[src/rtl/mux_arb_pkg.sv]
// Shared constants, FSM state type and helpers for the round-robin
// arbiter that drives the 4:1 single-bit mux select pair.
package mux_arb_pkg;

  localparam int N_REQ = 4;
  localparam int SEL_W = 2;

  typedef enum logic {
    IDLE  = 1'b0,
    GRANT = 1'b1
  } arb_state_t;

  function automatic logic [SEL_W-1:0] onehot_to_idx(
    input logic [N_REQ-1:0] oh
  );
    logic [SEL_W-1:0] idx;
    idx = '0;
    for (int i = 0; i < N_REQ; i++) begin
      if (oh[i]) idx = idx | SEL_W'(i);
    end
    return idx;
  endfunction

  function automatic logic [N_REQ-1:0] idx_to_onehot(
    input logic [SEL_W-1:0] idx
  );
    return N_REQ'(1) << idx;
  endfunction

endpackage

[src/rtl/rr_pick.sv]
// Combinational rotating priority encoder: scans req starting at
// index start (wrapping), skipping exclude_mask bits.
// Ports: req, start, exclude_mask in; valid, idx out.
module rr_pick
  import mux_arb_pkg::*;
(
  input  logic [N_REQ-1:0] req,
  input  logic [SEL_W-1:0] start,
  input  logic [N_REQ-1:0] exclude_mask,
  output logic             valid,
  output logic [SEL_W-1:0] idx
);

  logic [N_REQ-1:0] elig;
  logic [SEL_W-1:0] cand;

  assign elig = req & ~exclude_mask;

  // Scan from the farthest offset back to offset 0 so the
  // nearest eligible requester to start is the last one written.
  always_comb begin
    valid = 1'b0;
    idx   = start;
    cand  = start;
    for (int k = N_REQ - 1; k >= 0; k--) begin
      cand = start + SEL_W'(k);
      if (elig[cand]) begin
        valid = 1'b1;
        idx   = cand;
      end
    end
  end

endmodule

[src/rtl/mux_rr_arbiter.sv]
// Round-robin arbiter for four requesters sharing a 4:1 mux.
// Registers a one-hot grant and the mux select pair.
// Ports: clk, rst (async high); req[3:0] in;
//   grant[3:0], sel_a (MSB), sel_b (LSB), busy out.
// Optional: ARB_HOLD_LIMIT_EN forces rotation after MAX_HOLD
//   consecutive grant cycles when another requester waits.
module mux_rr_arbiter
  import mux_arb_pkg::*;
#(
  parameter int MAX_HOLD = 8
) (
  input  logic             clk,
  input  logic             rst,
  input  logic [N_REQ-1:0] req,
  output logic [N_REQ-1:0] grant,
  output logic             sel_a,
  output logic             sel_b,
  output logic             busy
);

  arb_state_t       state_q, state_d;
  logic [N_REQ-1:0] grant_q, grant_d;
  logic [SEL_W-1:0] sel_q, sel_d;
  logic [SEL_W-1:0] last_q, last_d;
  logic             busy_q, busy_d;

  logic [SEL_W-1:0] owner;
  logic [SEL_W-1:0] pick_start;
  logic [N_REQ-1:0] pick_excl;
  logic             pick_valid;
  logic [SEL_W-1:0] pick_idx;
  logic             hold_hit;
  logic             take;

  assign owner = onehot_to_idx(grant_q);

  // From idle the search begins after the last winner; while
  // granted it begins after the owner, and the owner itself is
  // never a candidate for its own replacement.
  always_comb begin
    pick_start = last_q + SEL_W'(1);
    pick_excl  = '0;
    if (state_q == GRANT) begin
      pick_start = owner + SEL_W'(1);
      pick_excl  = idx_to_onehot(owner);
    end
  end

  rr_pick u_pick (
    .req          (req),
    .start        (pick_start),
    .exclude_mask (pick_excl),
    .valid        (pick_valid),
    .idx          (pick_idx)
  );

  always_comb begin
    state_d = state_q;
    grant_d = grant_q;
    sel_d   = sel_q;
    last_d  = last_q;
    busy_d  = busy_q;
    take    = 1'b0;
    unique case (state_q)
      IDLE: begin
        grant_d = '0;
        busy_d  = 1'b0;
        if (pick_valid) take = 1'b1;
      end
      GRANT: begin
        if (!req[owner]) begin
          if (pick_valid) begin
            take = 1'b1;
          end else begin
            state_d = IDLE;
            grant_d = '0;
            busy_d  = 1'b0;
          end
        end else if (hold_hit && pick_valid) begin
          take = 1'b1;
        end
      end
      default: begin
        state_d = IDLE;
        grant_d = '0;
        busy_d  = 1'b0;
      end
    endcase
    if (take) begin
      state_d = GRANT;
      grant_d = idx_to_onehot(pick_idx);
      sel_d   = pick_idx;
      last_d  = pick_idx;
      busy_d  = 1'b1;
    end
  end

  always_ff @(posedge clk or posedge rst) begin
    if (rst) begin
      state_q <= IDLE;
      grant_q <= '0;
      sel_q   <= '0;
      last_q  <= SEL_W'(N_REQ - 1);
      busy_q  <= 1'b0;
    end else begin
      state_q <= state_d;
      grant_q <= grant_d;
      sel_q   <= sel_d;
      last_q  <= last_d;
      busy_q  <= busy_d;
    end
  end

`ifdef ARB_HOLD_LIMIT_EN
  localparam logic [7:0] HOLD_TOP = 8'(MAX_HOLD - 1);

  logic [7:0] hold_q, hold_d;

  assign hold_hit = (hold_q == HOLD_TOP);

  // Clears on every new grant, counts grant cycles, and parks at
  // the limit while no one else is waiting.
  always_comb begin
    hold_d = hold_q;
    if (take || state_d == IDLE) begin
      hold_d = '0;
    end else if (state_q == GRANT && !hold_hit) begin
      hold_d = hold_q + 8'd1;
    end
  end

  always_ff @(posedge clk or posedge rst) begin
    if (rst) hold_q <= '0;
    else     hold_q <= hold_d;
  end
`else
  logic [7:0] unused_max_hold;

  assign unused_max_hold = 8'(MAX_HOLD);
  assign hold_hit        = 1'b0;
`endif

  assign grant = grant_q;
  assign sel_a = sel_q[1];
  assign sel_b = sel_q[0];
  assign busy  = busy_q;

endmodule

[config.mk]
export PLATFORM = sky130hd
export DESIGN_NAME = mux_rr_arbiter
export DESIGN_NICKNAME = d
export VERILOG_FILES = /design/src/rtl/mux_arb_pkg.sv /design/src/rtl/rr_pick.sv /design/src/rtl/mux_rr_arbiter.sv
export SDC_FILE = /design/constraint.sdc
export NUM_CORES = 1
export LEC_CHECK = 0
export ABC_AREA = 0
export CAP_MARGIN = 5
export CORE_MARGIN = 4
export CORE_UTILIZATION = 53
export CTS_CLUSTER_DIAMETER = 50
export DETAILED_ROUTE_END_ITERATION = 8
export DONT_BUFFER_PORTS = 1
export PLACE_DENSITY = 0.75
export SKIP_CTS_REPAIR_TIMING = 1
export SYNTH_ARGS = -nofsm -noshare
export SYNTH_HDL_FRONTEND = slang
export SYNTH_SLANG_ARGS = --single-unit
[constraint.sdc]
create_clock -name clk -period 2.82 [get_ports clk]
set_clock_uncertainty 0.1 [all_clocks]
set_input_delay 0.141 -clock clk [delete_from_list [all_inputs] [get_ports clk]]
set_output_delay 0.141 -clock clk [all_outputs]
set_load 0.01 [all_outputs]
=== After elaboration in Yosys (flattened, before gate mapping) ===
Cells that the tools add are included.

* $lt $le $gt $ge: 5
* Multiplexer cells: 37
* Reduce and logical (&&, ||, !) cells: 1
* Add/subtract/negate cells: 5
* Equal/unequal tests: 2
* Shifts and indexed selects: 2
* Bitwise operators: 3

{| class="wikitable"
|+ Operators with widths
! cell !! number
|-
| 1-bit two-way mux || 18
|-
| 4-bit two-way mux || 4
|-
| 2-bit by 3-bit < comparator with 1-bit output, second input constant || 5
|-
| 2-bit two-way mux || 7
|-
| 1-bit binary-select mux with 2-bit select || 5
|-
| 4-bit one-hot mux with 2 select lines || 1
|-
| 1-bit by 2-bit << shifter with 4-bit output, first input constant || 2
|-
| 2-bit by 1-bit adder with 2-bit output, second input constant || 3
|-
| 2-bit adder, second input constant || 2
|-
| 4-bit AND || 1
|-
| 4-bit NOT || 1
|-
| 1-bit one-hot mux with 2 select lines || 2
|-
| 3-bit by 2-bit != test with 1-bit output, second input constant || 1
|-
| 3-bit != test, second input constant || 1
|-
| 2-bit AND reduction || 1
|-
| 1-bit NOT || 1
|}

* Output and inout bits: 7
* Bits in registers: 10
* Input bits: 6
* Word-level logic and storage cells: 60

=== Logic depth before layout (Yosys ltp) ===
* Depth after elaboration: 18
* Mapped depth: 8
* Mapped depth without buffers: 6

=== Modules after synthesis ===
From an unflattened synthesis, not the netlist that was laid out.

* Cell total of the unflattened synthesis: 69
* Area, all modules: 664.4 sq um

{| class="wikitable"
|+ By module, submodules not included
! module !! sequential area each (sq um) !! cells an instance !! times used !! area an instance (sq um)
|-
| mux_rr_arbiter || 252.7 || 48 || 1 || 528.0
|-
| rr_pick || 0.0 || 21 || 1 || 136.4
|}

=== Least setup slack after synthesis ===
OpenSTA, ideal clock, no wires.

* Path type: flip-flop to flip-flop
* Start point: register last_q[0]
* End point: register grant_q[2] (netlist: grant[2])
* Path slack: 0.762 ns
* Buffers on the path: 1
* Data required time: 2.599 ns
* Library setup time: 0.121 ns
* Arrival time: 1.837 ns
* Clock period less this slack: 2.058 ns
* Stages on the path, launching flop included: 8
* Cell sequence: dfstp_2 clkbuf_2 nor3b_1 or2_1 a221oi_2 o31ai_4 nor3_2 a22o_1

* Longest elaborated chain between the ends: 14
* Elaborated cells between the ends (all ways): 29
* Those cells by class: 4 x add/sub; 2 x eq/ne; 1 x shift; 21 x mux; 1 x reduce/logical

{| class="wikitable"
|+ Ends and longest elaborated chain
! item !! RTL line !! text
|-
| start: declaration || mux_rr_arbiter.sv:24 || <nowiki>logic [SEL_W-1:0] last_q, last_d;</nowiki>
|-
| start signal: assignment || mux_rr_arbiter.sv:103 || <nowiki>last_q <= SEL_W'(N_REQ - 1);</nowiki>
|-
| start signal: assignment || mux_rr_arbiter.sv:109 || <nowiki>last_q <= last_d;</nowiki>
|-
| 2-bit by 1-bit adder with 2-bit output (*) || mux_rr_arbiter.sv:41 || <nowiki>pick_start = last_q + SEL_W'(1);</nowiki>
|-
| 2-bit two-way mux (*) || mux_rr_arbiter.sv:43 || <nowiki>if (state_q == GRANT) begin</nowiki>
|-
| 2-bit adder || rr_pick.sv:26 || <nowiki>cand = start + SEL_W'(k);</nowiki>
|-
| 1-bit binary-select mux with 2-bit select || rr_pick.sv:27 || <nowiki>if (elig[cand]) begin</nowiki>
|-
| 1-bit two-way mux (not written as such) || rr_pick.sv:27 ||
|-
| 1-bit two-way mux (4 in series) || rr_pick.sv:27 ||
|-
| 1-bit two-way mux || mux_rr_arbiter.sv:68, mux_rr_arbiter.sv:72 ||
|-
| 1-bit two-way mux || mux_rr_arbiter.sv:71 || <nowiki>if (!req[owner]) begin</nowiki>
|-
| 1-bit one-hot mux with 2 select lines || mux_rr_arbiter.sv:64 || <nowiki>unique case (state_q)</nowiki>
|-
| 3-bit != test (no source line) / 3-bit by 2-bit != test with 1-bit output (equally long branches) || -- ||
|-
| 2-bit AND reduction (no source line) || -- ||
|-
| end signal: assignment || mux_rr_arbiter.sv:107 || <nowiki>grant_q <= grant_d;</nowiki>
|-
| end: declaration || mux_rr_arbiter.sv:22 || <nowiki>logic [N_REQ-1:0] grant_q, grant_d;</nowiki>
|}

Mark *: on every way between the ends. The rest lies on a longest branch, timed or not. The select of a mux whose other input is x is not followed.
A chain may end at the register's enable or synchronous reset.

=== Worst setup path in the final report ===
* Start point: register grant_q[1] (netlist: grant[1])
* End point: register grant_q[3] (netlist: grant[3])

* Longest elaborated chain between the ends: 18
* Elaborated cells between the ends (all ways): 38
* Those cells by class: 4 x add/sub; 2 x eq/ne; 2 x shift; 27 x mux; 2 x bitwise; 1 x reduce/logical

{| class="wikitable"
|+ Ends and longest elaborated chain
! item !! RTL line !! text
|-
| 1-bit two-way mux (*) || mux_arb_pkg.sv:19 || <nowiki>if (oh[i]) idx = idx | SEL_W'(i);</nowiki>
|-
| 2-bit two-way mux (*) (2 in series) || mux_arb_pkg.sv:19 ||
|-
| parallel branches: the longest is 15 deep, another holds 2-bit by 1-bit adder with 2-bit output || -- ||
|}

Every way passes the cells marked *. The select of a mux whose other input is x is not followed.

==> flow_summary.toml <==
[routing]
viasPerCell = 6.22
drt-initial-drc-count = 10
drcViolationCount = 0
dr.pass1.iters = 6
routedWlPerCell_um = 16.9
ant_nets = 0
num_vias = 802
wl_mm = 2.17

[timing]
max_freq_ghz = 0.443
post-route-min-period_ps = 2260
rsz0062_at_grt = "no"
tightest_slew_ps = 575
timing.final.crit_share = 0.801
hold_violations = 0
worst_slack_ps = 562
hold_slack_ps = 126
slew_headroom = 0.616
drv_slew = 0
setup_viol = 0
fin_tns_setup_ps = 0

[clocking]
h-tree-depth = 1
cts_buffers = 3
cts_sinks = 10
clock_path_buffers = 2
cts_tree = "built"
clk_pin_slew_ps = 60
worst_skew_pair.late_latency_ps = 260
cts_root_buf = "clkbuf_4"

[hold_path]
worstHoldPathCells = 3
hold_class = "input port to register"

[die]
die_y_um = 50.6
ioPinCount = 13
die_area_um2 = 2560
start_util = 0.558
num_rows = 15
core_area_um2 = 1730
die_w_um = 50.6

[final_layout]
most-common-layout-cells = "9 x nand2_1, 9 x nor2_1, 8 x dfrtp_1, 7 x a21oi_1, 5 x inv_1"
layout.nets = 111
final_area_um2 = 987
area_growth_pct = 2.47
layout.cells.non_filler = 129
drive_gt1_frac = 0.173
antennaDiodeCount = 0

[power]
p_per_area_nw_per_um2 = 1130
vdd_ir_drop_max_v = 0.000603
leakage_nw = 0.389

[yosys]
ys.flop_type = "dfrtp_1"
synth_seq_cells = 10
avgSynthCellArea_um2 = 8.92
async_reset_ff_frac = 1.00
synth_area_um2 = 963
synth-seq-area-share = 0.262
yosysWarnings = 0
syn_inst = 108
synth_nets = 114
synth-edff-count = 0
synth_cell_types = 50

[placed_design]
dp_hpwl_mm = 1.62
io_buffers = 0
dpl_cell_area_um2 = 941
dp_cells = 124
place_congestion = 0.846
place_ws_ps = 591

[global_routing]
gr-total-overflow = 0
grt_pass1_vias = 794
met3_usage = 0.0326
use_met2 = 0.300
grt_usage = 0.189
antenna_found_initial = 0
grt_pass1_wl_mm = 3.68
use_met1 = 0.240
grt_max_degree = 22
top_usage_layer = "met2"

[setup_path]
crit_path_start_kind = "register"
crit_required_ps = 2920
crit_arrival_ps = 2360
endpoint_kind = "register"
path_max_fanout = 16
critPathKind = "register to register"
ff2ff_path_depth = 5

[flow_run]
cap_violations = 0

[outcome]
status = "finished, final reports clean"
-- routing by layer --
metal  vias to the layer above  share of wire
met4                         0          0.017
met3                         6          0.049
met1                       383           0.43
met2                        23           0.50
met5                         -              0
li1                        390              -
-- through the flow --
stage | total power, W | util
after floorplan | 0.000904 | -
after global placement | 0.000959 | 0.545
after detailed placement | 0.000988 | 0.545
after CTS | 0.00112 | 0.566
after global routing | 0.00121 | 0.572
final | 0.00111 | 0.572
-- cells by family after synthesis --
group	after synthesis	share of synthesized area
AOI/OAI and AO/OA	37	0.349
xor gates and xnor gates	2	0.0182
buffers and inverters	14	0.0753
DFF	10	0.262
muxes	3	0.0325
and+or+nand+nor	42	0.262
-- layout make-up --
class | count | area [um^2]
clock buffers | 4 | 36.3
flip-flops and latches | 10 | 253
fillers | 175 | 739
repair buffers | 1 | 10.0
multi-input cells | 84 | 638
well taps | 25 | 31.3
inverters | 5 | 18.8
-- where the power goes --
part           internal, W  leakage [nW]  switching [W]  total, W
registers         0.000217         0.115       0.000144  0.000360
logic             0.000296         0.253       0.000328  0.000623
clock network    0.0000784        0.0210      0.0000501  0.000129
-- worst paths after layout --
path,start,end,slack (ps)
max,grant[1],grant[3],560
min,req[0],state_q,130
max reg2reg,grant[1],grant[3],560
min reg2reg,grant[0],grant[0],460
max in group asynchronous,rst,last_q[0],2130
min in group asynchronous,rst,grant[2],180
-- critical path, cell delays in order (launching register included) --
cell	delay [ps]
dfrtp_1	710
and4bb_1	340
o21ai_4	200
o211ai_4	120
o41ai_1	530
a22o_1	200
-- flip-flops by register name (all words and copies together) (netlist names) --
| register | count |
|---|---|
| grant | 4 |
| sel_q | 2 |
| state_q | 1 |
| last_q | 2 |
| busy | 1 |
-- cell usage after synthesis, types with 3 or more instances --
library cell | instances | area, um^2
a21oi_1 | 7 | 35.0
dfrtp_1 | 8 | 200
inv_1 | 5 | 18.8
nand2_1 | 9 | 33.8
nand2b_1 | 3 | 18.8
nor2_1 | 9 | 33.8
nor3_1 | 3 | 15.0
nor3b_1 | 3 | 22.5
o21a_1 | 3 | 22.5
o21ai_0 | 4 | 20.0
Power figures use the tool's default switching activity.
